`config.mk`:
```
export PLATFORM = sky130hd
export DESIGN_NAME = fifo_write_ctrl
export DESIGN_NICKNAME = d
export VERILOG_FILES = /design/src/rtl/fifo_pkg.sv /design/src/rtl/fifo_occ_counter.sv /design/src/rtl/fifo_write_ctrl.sv
export SDC_FILE = /design/constraint.sdc
export NUM_CORES = 1
export LEC_CHECK = 0
export ABC_AREA = 1
export CORE_MARGIN = 2
export CORE_UTILIZATION = 50
export DETAILED_ROUTE_END_ITERATION = 12
export PLACE_DENSITY = 0.82
export SKIP_CTS_REPAIR_TIMING = 1
export SYNTH_ARGS = -nofsm -noshare
export SYNTH_HDL_FRONTEND = slang
export SYNTH_SLANG_ARGS = --single-unit
```
`constraint.sdc`:
```
create_clock -name i_clk -period 1.96 [get_ports i_clk]
set_clock_uncertainty 0.2 [all_clocks]
set_input_delay 0.392 -clock i_clk [delete_from_list [all_inputs] [get_ports i_clk]]
set_output_delay 0.392 -clock i_clk [all_outputs]
set_load 0.01 [all_outputs]
```
`src/rtl/fifo_pkg.sv`:
```
// fifo_pkg: shared state encoding and default sizing for the FIFO control blocks
package fifo_pkg;
    typedef enum logic [1:0] {
        ST_INIT  = 2'd0,
        ST_RUN   = 2'd1,
        ST_FLUSH = 2'd2
    } fifo_state_e;
    localparam int ADDR_W_DEF       = 4;
    localparam int AFULL_THRESH_DEF = 12;
endpackage

```
`src/rtl/fifo_occ_counter.sv`:
```
// fifo_occ_counter: up/down occupancy counter with clear and registered level flags
module fifo_occ_counter
    import fifo_pkg::*;
#(
    parameter int ADDR_W       = ADDR_W_DEF,
    parameter int AFULL_THRESH = AFULL_THRESH_DEF
) (
    input  logic              i_clk,
    input  logic              i_rest_n,
    input  logic              i_inc,
    input  logic              i_dec,
    input  logic              i_clr,
    output logic [ADDR_W:0]   o_count,
    output logic              o_full,
    output logic              o_afull,
    output logic              o_empty
);
    localparam int DEPTH = 1 << ADDR_W;
    logic            dec_v;
    logic [ADDR_W:0] cnt_nxt;
    // a decrement at zero is dropped here; the caller flags it as underflow
    always_comb begin
        dec_v   = i_dec & (o_count != '0);
        cnt_nxt = i_clr             ? '0 :
                  (i_inc & ~dec_v)  ? o_count + 1'b1 :
                  (dec_v & ~i_inc)  ? o_count - 1'b1 : o_count;
    end
    always_ff @(posedge i_clk or negedge i_rest_n) begin
        if (!i_rest_n) begin
            o_count <= '0;
            o_full  <= 1'b0;
            o_afull <= 1'b0;
            o_empty <= 1'b1;
        end else begin
            o_count <= cnt_nxt;
            o_full  <= cnt_nxt == (ADDR_W+1)'(DEPTH);
            o_afull <= cnt_nxt >= (ADDR_W+1)'(AFULL_THRESH);
            o_empty <= cnt_nxt == '0;
        end
    end
endmodule

```
`src/rtl/fifo_write_ctrl.sv`:
```
// fifo_write_ctrl: write-side FIFO control - write qualification, write pointer,
// occupancy tracking, flush sequencing and sticky overflow/underflow flags
module fifo_write_ctrl
    import fifo_pkg::*;
#(
    parameter int ADDR_W       = ADDR_W_DEF,
    parameter int AFULL_THRESH = AFULL_THRESH_DEF
) (
    input  logic              i_clk,
    input  logic              i_rest_n,
    input  logic              i_wen,
    input  logic              i_rd_done,
    input  logic              i_flush,
    output logic              o_wen_ctrl,
    output logic [ADDR_W-1:0] o_waddr,
    output logic [ADDR_W:0]   o_count,
    output logic              o_full,
    output logic              o_afull,
    output logic              o_empty,
    output logic              o_ovf,
    output logic              o_udf
);
    fifo_state_e state;
    logic        run;
    logic        flush_in;
    always_comb begin
        run        = state == ST_RUN;
        flush_in   = run & i_flush;
        o_wen_ctrl = i_wen & ~o_full & run;
    end
    // entering FLUSH wipes pointer, occupancy and errors in one edge
    always_ff @(posedge i_clk or negedge i_rest_n) begin
        if (!i_rest_n) begin
            state   <= ST_INIT;
            o_waddr <= '0;
            o_ovf   <= 1'b0;
            o_udf   <= 1'b0;
        end else begin
            state   <= (state == ST_INIT)              ? ST_RUN :
                       flush_in                        ? ST_FLUSH :
                       (state == ST_FLUSH && !i_flush) ? ST_RUN : state;
            o_waddr <= flush_in ? '0 : o_waddr + ADDR_W'(o_wen_ctrl);
            o_ovf   <= flush_in ? 1'b0 : o_ovf | (run & i_wen & o_full);
            o_udf   <= flush_in ? 1'b0 : o_udf | (run & i_rd_done & (o_count == '0));
        end
    end
    fifo_occ_counter #(
        .ADDR_W       (ADDR_W),
        .AFULL_THRESH (AFULL_THRESH)
    ) u_occ (
        .i_clk    (i_clk),
        .i_rest_n (i_rest_n),
        .i_inc    (o_wen_ctrl),
        .i_dec    (run & i_rd_done),
        .i_clr    (flush_in),
        .o_count  (o_count),
        .o_full   (o_full),
        .o_afull  (o_afull),
        .o_empty  (o_empty)
    );
endmodule

```
==> out/summary.md, run 1 <==
The run finished with clean final reports. The average footprint of a synthesized cell was 8.73 sq um. The max-capacitance violation count came out at 0. The total stage count of the critical path works out to 1.

The run gives 986 sq um as the post-synth design cell area. Clock latency on the worst-skew pair: 290 ps. The violation count after the first detailed-route iteration came out at 15.

Counting every net in the synthesized netlist gives 122. The non-filler instance count after layout is 173, and the maximum clock path buffer count is 2. In the routed layout, each cell is associated on average with a via count of 5.00.

For the worst flop-to-flop path, the logic depth is 11. Clock tree synthesis found a total of 16 sinks. The final route contains 865 vias. Cell with the largest stage delay on the worst path: dfstp_2. Among cell families on the critical path, the largest total delay comes from flip-flops. Synthesis handed over a netlist of 113 instances. The floorplan has 16 rows. For the pin with the worst max-slew slack, the measured transition is 359 ps. The worst setup path is of the register to primary output kind.

The run gives 24 as the distinct cell type count of the synthesized netlist. The buffers plus inverters on the worst setup path is 1. The first TritonRoute pass finished after 4 iterations. The met3 demand-to-capacity share in global routing came out at 0.00926. 20 I/O pins were placed. The logs give 0.407 for the part of the Yosys area used for sequential elements and 11 for the largest net degree at the start of global routing. The cell with the most instances after synthesis was inv_1. Setup slack on the worst reg-to-reg path comes out at 120 ps.

The met1 routing resource usage after global routing is 0.256, and the cell count after placement is 166. From synthesis to final layout, the design area changed by 36.3%. The startpoint identified for the worst register-to-register timing path is u_occ.o_count[0]$_DFF_PN0_.

The maximum net fanout on the critical path came out at 1. The final layout contains routed wiring with a total length of 2190 um. After synthesis, the most frequently instantiated cells are inv_1, dfrtp_1, nand3_1, nand2_1, nor2_1. The top-area cell type share of the netlist area is 0.381. TritonCTS built the clock tree.

The residual DRC count is 0. The post-layout minimum cycle time is 1930 ps, and the final net count is 156. The kind of start point of the critical path is a register.

The met2 track demand over resource in global routing was 0.322. Dividing the detail-routed wire length by the instance count gives 12.6 um. The antenna violation net count after detailed routing is 0.

The worst relative slew slack was 0.760. Measured along the x axis, the die boundary spans 48.4 um. The total count of hold-check failures in the final report was 0.

The tools report the critical register-to-register path endpoint as u_occ.o_afull$_DFF_PN0_. IR analysis of the VDD net gives a maximum drop of 0.926 mV. The run gives 0.517 GHz as the maximum frequency from static timing analysis. The part of the cycle the worst path needs is 0.987, and the critical path required time is 1370 ps.

The routability-driven placement congestion ratio is 0.866. Counting flops with a built-in enable in the synthesized netlist gives 0. The layer flagged by global routing as most heavily used is met2. The number of I/O port buffers was 19; the share of synthesized flip-flops with an asynchronous set or reset was 1.00. Traced cell by cell, the critical path runs through clkdlybuf4s50_1. 0 antenna diodes ended up in the layout. Measured along the y axis, the die boundary spans 48.4 um. The HPWL after detailed placement is 1630 um. The last element of the critical path was o_empty. Yosys printed 0 warnings.

For this design the ratio of total power to cell area is 1460 mW/mm^2. The run gives 1 as the number of levels the H-tree was split into. The proportion of layout cells with a drive suffix above 1 came out at 0.308.

The cell accounting for the most synthesized area is dfrtp_1. The type of the most critical hold path was input port to async pin. Sorting the synthesized cells by area gives the leading types as dfrtp_1, inv_1, nand3_1. STA classifies the critical path endpoint as a primary output. In this run the worst setup path begins at u_occ.o_empty$_DFF_PN1_. The tools report the starting density of the core as 0.518. The static leakage was 0.700 nW.

The tools report the cell at the root of the clock tree as clkbuf_4. In this design, the stage delay of the slowest critical-path cell is 530 ps. At the worst endpoint, the arrival time is 1340 ps.

The flip-flop and latch count after synthesis came out at 16. The run gives 3 as the number of clock buffers inserted by TritonCTS. The tools report the final core utilization as 0.707. The first global-routing pass estimated 3520 um of wire.

The die area was 0.00234 sq mm; the final-report max-slew violation count was 0. The most instantiated flip-flop cell in the synthesis netlist was dfrtp_1. The total track usage was 0.195; the via count of the first global-routing pass was 768. The number of antenna violations at the first check in global routing was 0. The CTS clock-pin slew for the worst setup and hold paths came out at 100 ps. After global routing the overflow that remains totals 0.

Setup violations remaining at the end of the flow were counted as 0. For the core box area, the log shows 0.00190 sq mm.
## cell type report
class / count / area (sq um)
fillers: 142 / 558
multi-input cells: 74 / 500
flip-flops and latches: 16 / 402
repair buffers: 29 / 264
inverters: 23 / 118
well taps: 27 / 33.8
clock buffers: 4 / 26.3
## layout by cell type, fill, tap and decap left out, types with 3 or more instances in the layout
cell	instances
dfrtp_1	15
nand3_2	4
nor2_1	5
nand2_1	14
nand3_1	14
buf_4	9
nor2_2	9
clkdlybuf4s50_1	18
ha_1	3
nand2_2	6
clkbuf_4	3
inv_1	21
## layer usage
layer / vias up / part of all wire
met5: - / 0
met4: 0 / 0.022
met3: 4 / 0.013
met2: 13 / 0.52
met1: 428 / 0.44
li1: 420 / -
## sequential cells by signal, summed over array words and instances (netlist names)
| name | flops |
|---|---|
| o_waddr | 4 |
| o_udf | 1 |
| o_ovf | 1 |
| u_occ.o_full | 1 |
| u_occ.o_afull | 1 |
| u_occ.o_empty | 1 |
| u_occ.o_count | 5 |
| state | 2 |
## power by group
part	total [mW]	internal [mW]	switching, mW
registers	0.548	0.453	0.0944
clock network	0.189	0.0792	0.110
logic	1.23	0.572	0.657
## cell families (layout without fill, tap and decap cells)
| family | count (synthesis) | after routing | share of synthesized area |
|---|---|---|---|
| xor+xnor | 2 | 2 | 0.0178 |
| simple gates | 61 | 61 | 0.364 |
| compound gates | 7 | 7 | 0.0406 |
| flops | 16 | 16 | 0.407 |
| fa+ha+maj | 4 | 4 | 0.0508 |
| buf+inv | 23 | 56 | 0.119 |
## per-stage QoR
stage | area (sq um) | setup TNS, ps | hold slack, ps | setup WS [ps] | total power [mW]
2_1_floorplan | 986 | 0 | -104 | 196 | 1.25
3_3_place_gp | 1260 | -1650 | 280 | -305 | 1.62
3_5_place_dp | 1260 | -2200 | 288 | -331 | 1.66
4_1_cts | 1290 | -332 | 169 | -332 | 1.85
5_1_grt | 1340 | -113 | 176 | -49.3 | 2.12
6_report | 1340 | 0 | 162 | 25.1 | 1.97
## worst min path at each step
stage                                from                          to  cells after the start
after floorplan                  i_rest_n             o_ovf$_DFF_PN0_                      0
after global placement    o_udf$_DFF_PN0_             o_udf$_DFF_PN0_                      2
after detailed placement  o_udf$_DFF_PN0_             o_udf$_DFF_PN0_                      2
after CTS                        i_rest_n  u_occ.o_count[3]$_DFF_PN0_                      1
after global routing             i_rest_n             o_udf$_DFF_PN0_                      1
final                            i_rest_n  u_occ.o_count[3]$_DFF_PN0_                      1
No activity file was read; power rests on OpenSTA's default activity.
==> run 2, diff against run 1 <==
CELL_PAD_IN_SITES_DETAIL_PLACEMENT = 0   (was unset)
CELL_PAD_IN_SITES_GLOBAL_PLACEMENT = 1   (was unset)
CORE_UTILIZATION = 37   (was 50)
PLACE_DENSITY = 0.81   (was 0.82)
RECOVER_POWER = 25   (was unset)
TNS_END_PERCENT = 50   (was unset)
==> run 2 against run 1 <==
  * Worst setup slack improved by 22 ps
  * Hold slack improved by 49 ps
  * Critical path depth unchanged
  * Count of clock-buffer cells in the layout unchanged
  * Total power decreased by 4.5%
  * Register-to-register slack improved by 40 ps
  * Critical endpoint unchanged
==> out/summary.md, run 2 (synthesis gave the netlist of run 1 again) <==
The flow ran to the end, and the final reports show no timing, DRC or antenna violations. Along the worst hold path, the cell count comes to 3. The number of top-level pins is 20 (unchanged), and the total count of hold-check failures in the final report is 0 (unchanged). The count of cells along the worst register-to-register path came out at 11 (unchanged). Relative to the synthesized area, the layout overhead comes to 35.8%. The die area is 0.00309 sq mm (+32%), and the violation count after the first detailed-route iteration is 12 (-3). The run gives 0.00250 sq mm (+31%) as the core box area. Clock latency on the worst-skew pair: 280 ps (about the same). TritonCTS built the clock tree. The residual DRC count came out at 0 (unchanged). The via count of the first global-routing pass is 749 (-2.5%).

The maximum VDD drop is 0.846 mV (-8.7%), and the average wire per cell in the routed design is 11.3 um (-10%). Total half-perimeter wirelength after legalization and detailed placement: 1530 um (-6.2%). The cell sitting at the root of the clock tree is a clkbuf_4. STA classifies the critical path endpoint as a primary output.

The run gives 155 (-0.64%) as the final net count. The run gives 0 (unchanged) as the number of endpoints failing setup at the final stage. Number of clock buffers inserted by TritonCTS: 3 (unchanged). The number of inserted diodes is 0 (unchanged).

The min-delay analysis places its worst path in the category input port to register. Delay contributed by the slowest stage of the critical path: 530 ps (about the same). The logs give 0.133 (-0.0614) for the total track usage and 803 (-7.2%) for the via total after detailed routing. The proportion of layout cells with a drive suffix above 1 came out at 0.262 (-0.0462).

u_occ.o_count holds more flip-flops than any other register. Count of fill cells added during filler insertion: 228 (+61%). The logs give 4 (unchanged) for the first-pass detailed-route iteration total and 1320 ps (-20 ps) for the arrival time reported for the critical path endpoint. The tools report the overall power as 1.88 mW (-4.5%). The total stage count of the critical path was 1 (unchanged). The run gives 0 (unchanged) as the number of antenna violations at the first check in global routing. The logs give 18 (+2) for the number of cell rows and 1 (unchanged) for the number of levels the H-tree was split into. The part of the cycle the worst path needs was 0.976 (-0.0113); the slew at the pin closest to its max-slew limit was 855 ps (+496 ps). Largest net degree at the start of global routing: 17 (+6).

Most common library cell in the layout ignoring fill and taps: inv_1. The largest individual stage delay along the critical path comes from the cell clkdlybuf4s50_1. The run gives 0 (unchanged) as the sum of overflow across all layers after global routing. The number of I/O port buffers came out at 19 (unchanged).

Max-capacitance violation count: 0 (unchanged). The run gives 0.00127 sq mm (+0.89%) as the placed standard-cell area. STA classifies the critical path startpoint as a register. Maximum net fanout on the critical path: 1 (unchanged). In the final layout, the registers with the most flip-flops are u_occ.o_count (5), o_waddr (4), state (2). The static leakage was 0.708 nW (+1.2%). For the final instance area, the log shows 0.00134 sq mm (-0.37%). The type of the setup path with the least slack is register to primary output. The number of flip-flops in the largest register was 5 (unchanged); the wire length of the first global-routing pass was 3330 um (-5.3%).

The vias per cell is 4.59 (-8.2%), and the die outline width is 55.6 um (+15%). The tools report the antenna violation net count after detailed routing as 0 (unchanged). The ratio of total power to cell area came out at 1400 mW/mm^2 (-4.2%). The post-layout minimum cycle time was 1910 ps (-22.2 ps). The aggregate routed wire length is 1980 um (-9.4%). The maximum frequency from static timing analysis is 0.523 GHz (+1.2%).

The signal on the critical path passes through clkdlybuf4s50_1. The buffers plus inverters on the worst setup path was 1 (unchanged). The tools report the final-report max-slew violation count as 0 (unchanged). Cell class contributing the biggest share of worst-path delay: buffers and inverters.

Setup repair after global routing left no endpoint under its margin. The starting density of the core is 0.394 (-0.124). The CTS clock-pin slew for the worst setup and hold paths is 90 ps (about the same).

For the critical path required time, the log shows 1370 ps (about the same). The top cell types in the final layout, fill and taps aside, are inv_1, clkdlybuf4s50_1, dfrtp_1. The maximum clock path buffer count is 2 (unchanged), and the routability-driven placement congestion ratio is 0.794 (-8.4%).

For the number of sinks on the clock net, the log shows 16 (unchanged). The die boundary height came out at 55.6 um (+15%). The worst relative slew slack came out at 0.430 (-0.330).
run 2: worst min-delay path, cell delays in order:
cell and delay, ps:
dlymetal6s2s_1 130, nand3_1 80, a21oi_1 60
run 2: layer usage:
metal  up-vias  global-route usage  share of wire  wire length, um
met4         0              0.0523         0.0066               13
met1       377               0.171           0.48              946
met5         -                   0              0                0
li1        418                   -              -                -
met3         2              0.0209          0.025               50
met2         6               0.224           0.49              969
run 2: cell type report:
type | instances | area (sq um) | area share
multi-input combinational | 74 | 479 | 0.358
timing repair buffer | 28 | 277 | 0.207
sequential | 16 | 402 | 0.300
tap | 30 | 37.5 | 0.0280
inverter | 23 | 118 | 0.0879
clock buffer | 4 | 26.3 | 0.0196
run 2: through the flow:
step	hold slack, ps	util	TNS [ps]	setup slack [ps]	std cells
3_5_place_dp	288	0.510	-2300	-339	170
2_1_floorplan	-104	-	0	196	113
5_1_grt	216	0.536	0	0.273	175
6_report	210	0.536	0	47.3	175
4_1_cts	210	0.520	-342	-342	174
3_3_place_gp	287	0.510	-2060	-331	170
run 2: path summary, 6_finish.rpt:
| kind | start | endpoint | slack, ps |
|---|---|---|---|
| setup / recovery | u_occ.o_empty$_DFF_PN1_ | o_empty | 50 |
| hold / removal | i_wen | o_ovf$_DFF_PN0_ | 210 |
| setup reg to reg | u_occ.o_count[0]$_DFF_PN0_ | u_occ.o_afull$_DFF_PN0_ | 160 |
| hold reg to reg | o_udf$_DFF_PN0_ | o_udf$_DFF_PN0_ | 310 |
| max in group asynchronous | i_rest_n | u_occ.o_count[1]$_DFF_PN0_ | 500 |
| min in group asynchronous | i_rest_n | o_waddr[2]$_DFF_PN0_ | 520 |
run 2: report_power, final:
group / internal [mW] / switching, mW
clock network: 0.0788 / 0.0942
registers: 0.454 / 0.0895
logic: 0.560 / 0.601
total: 1.09 / 0.785
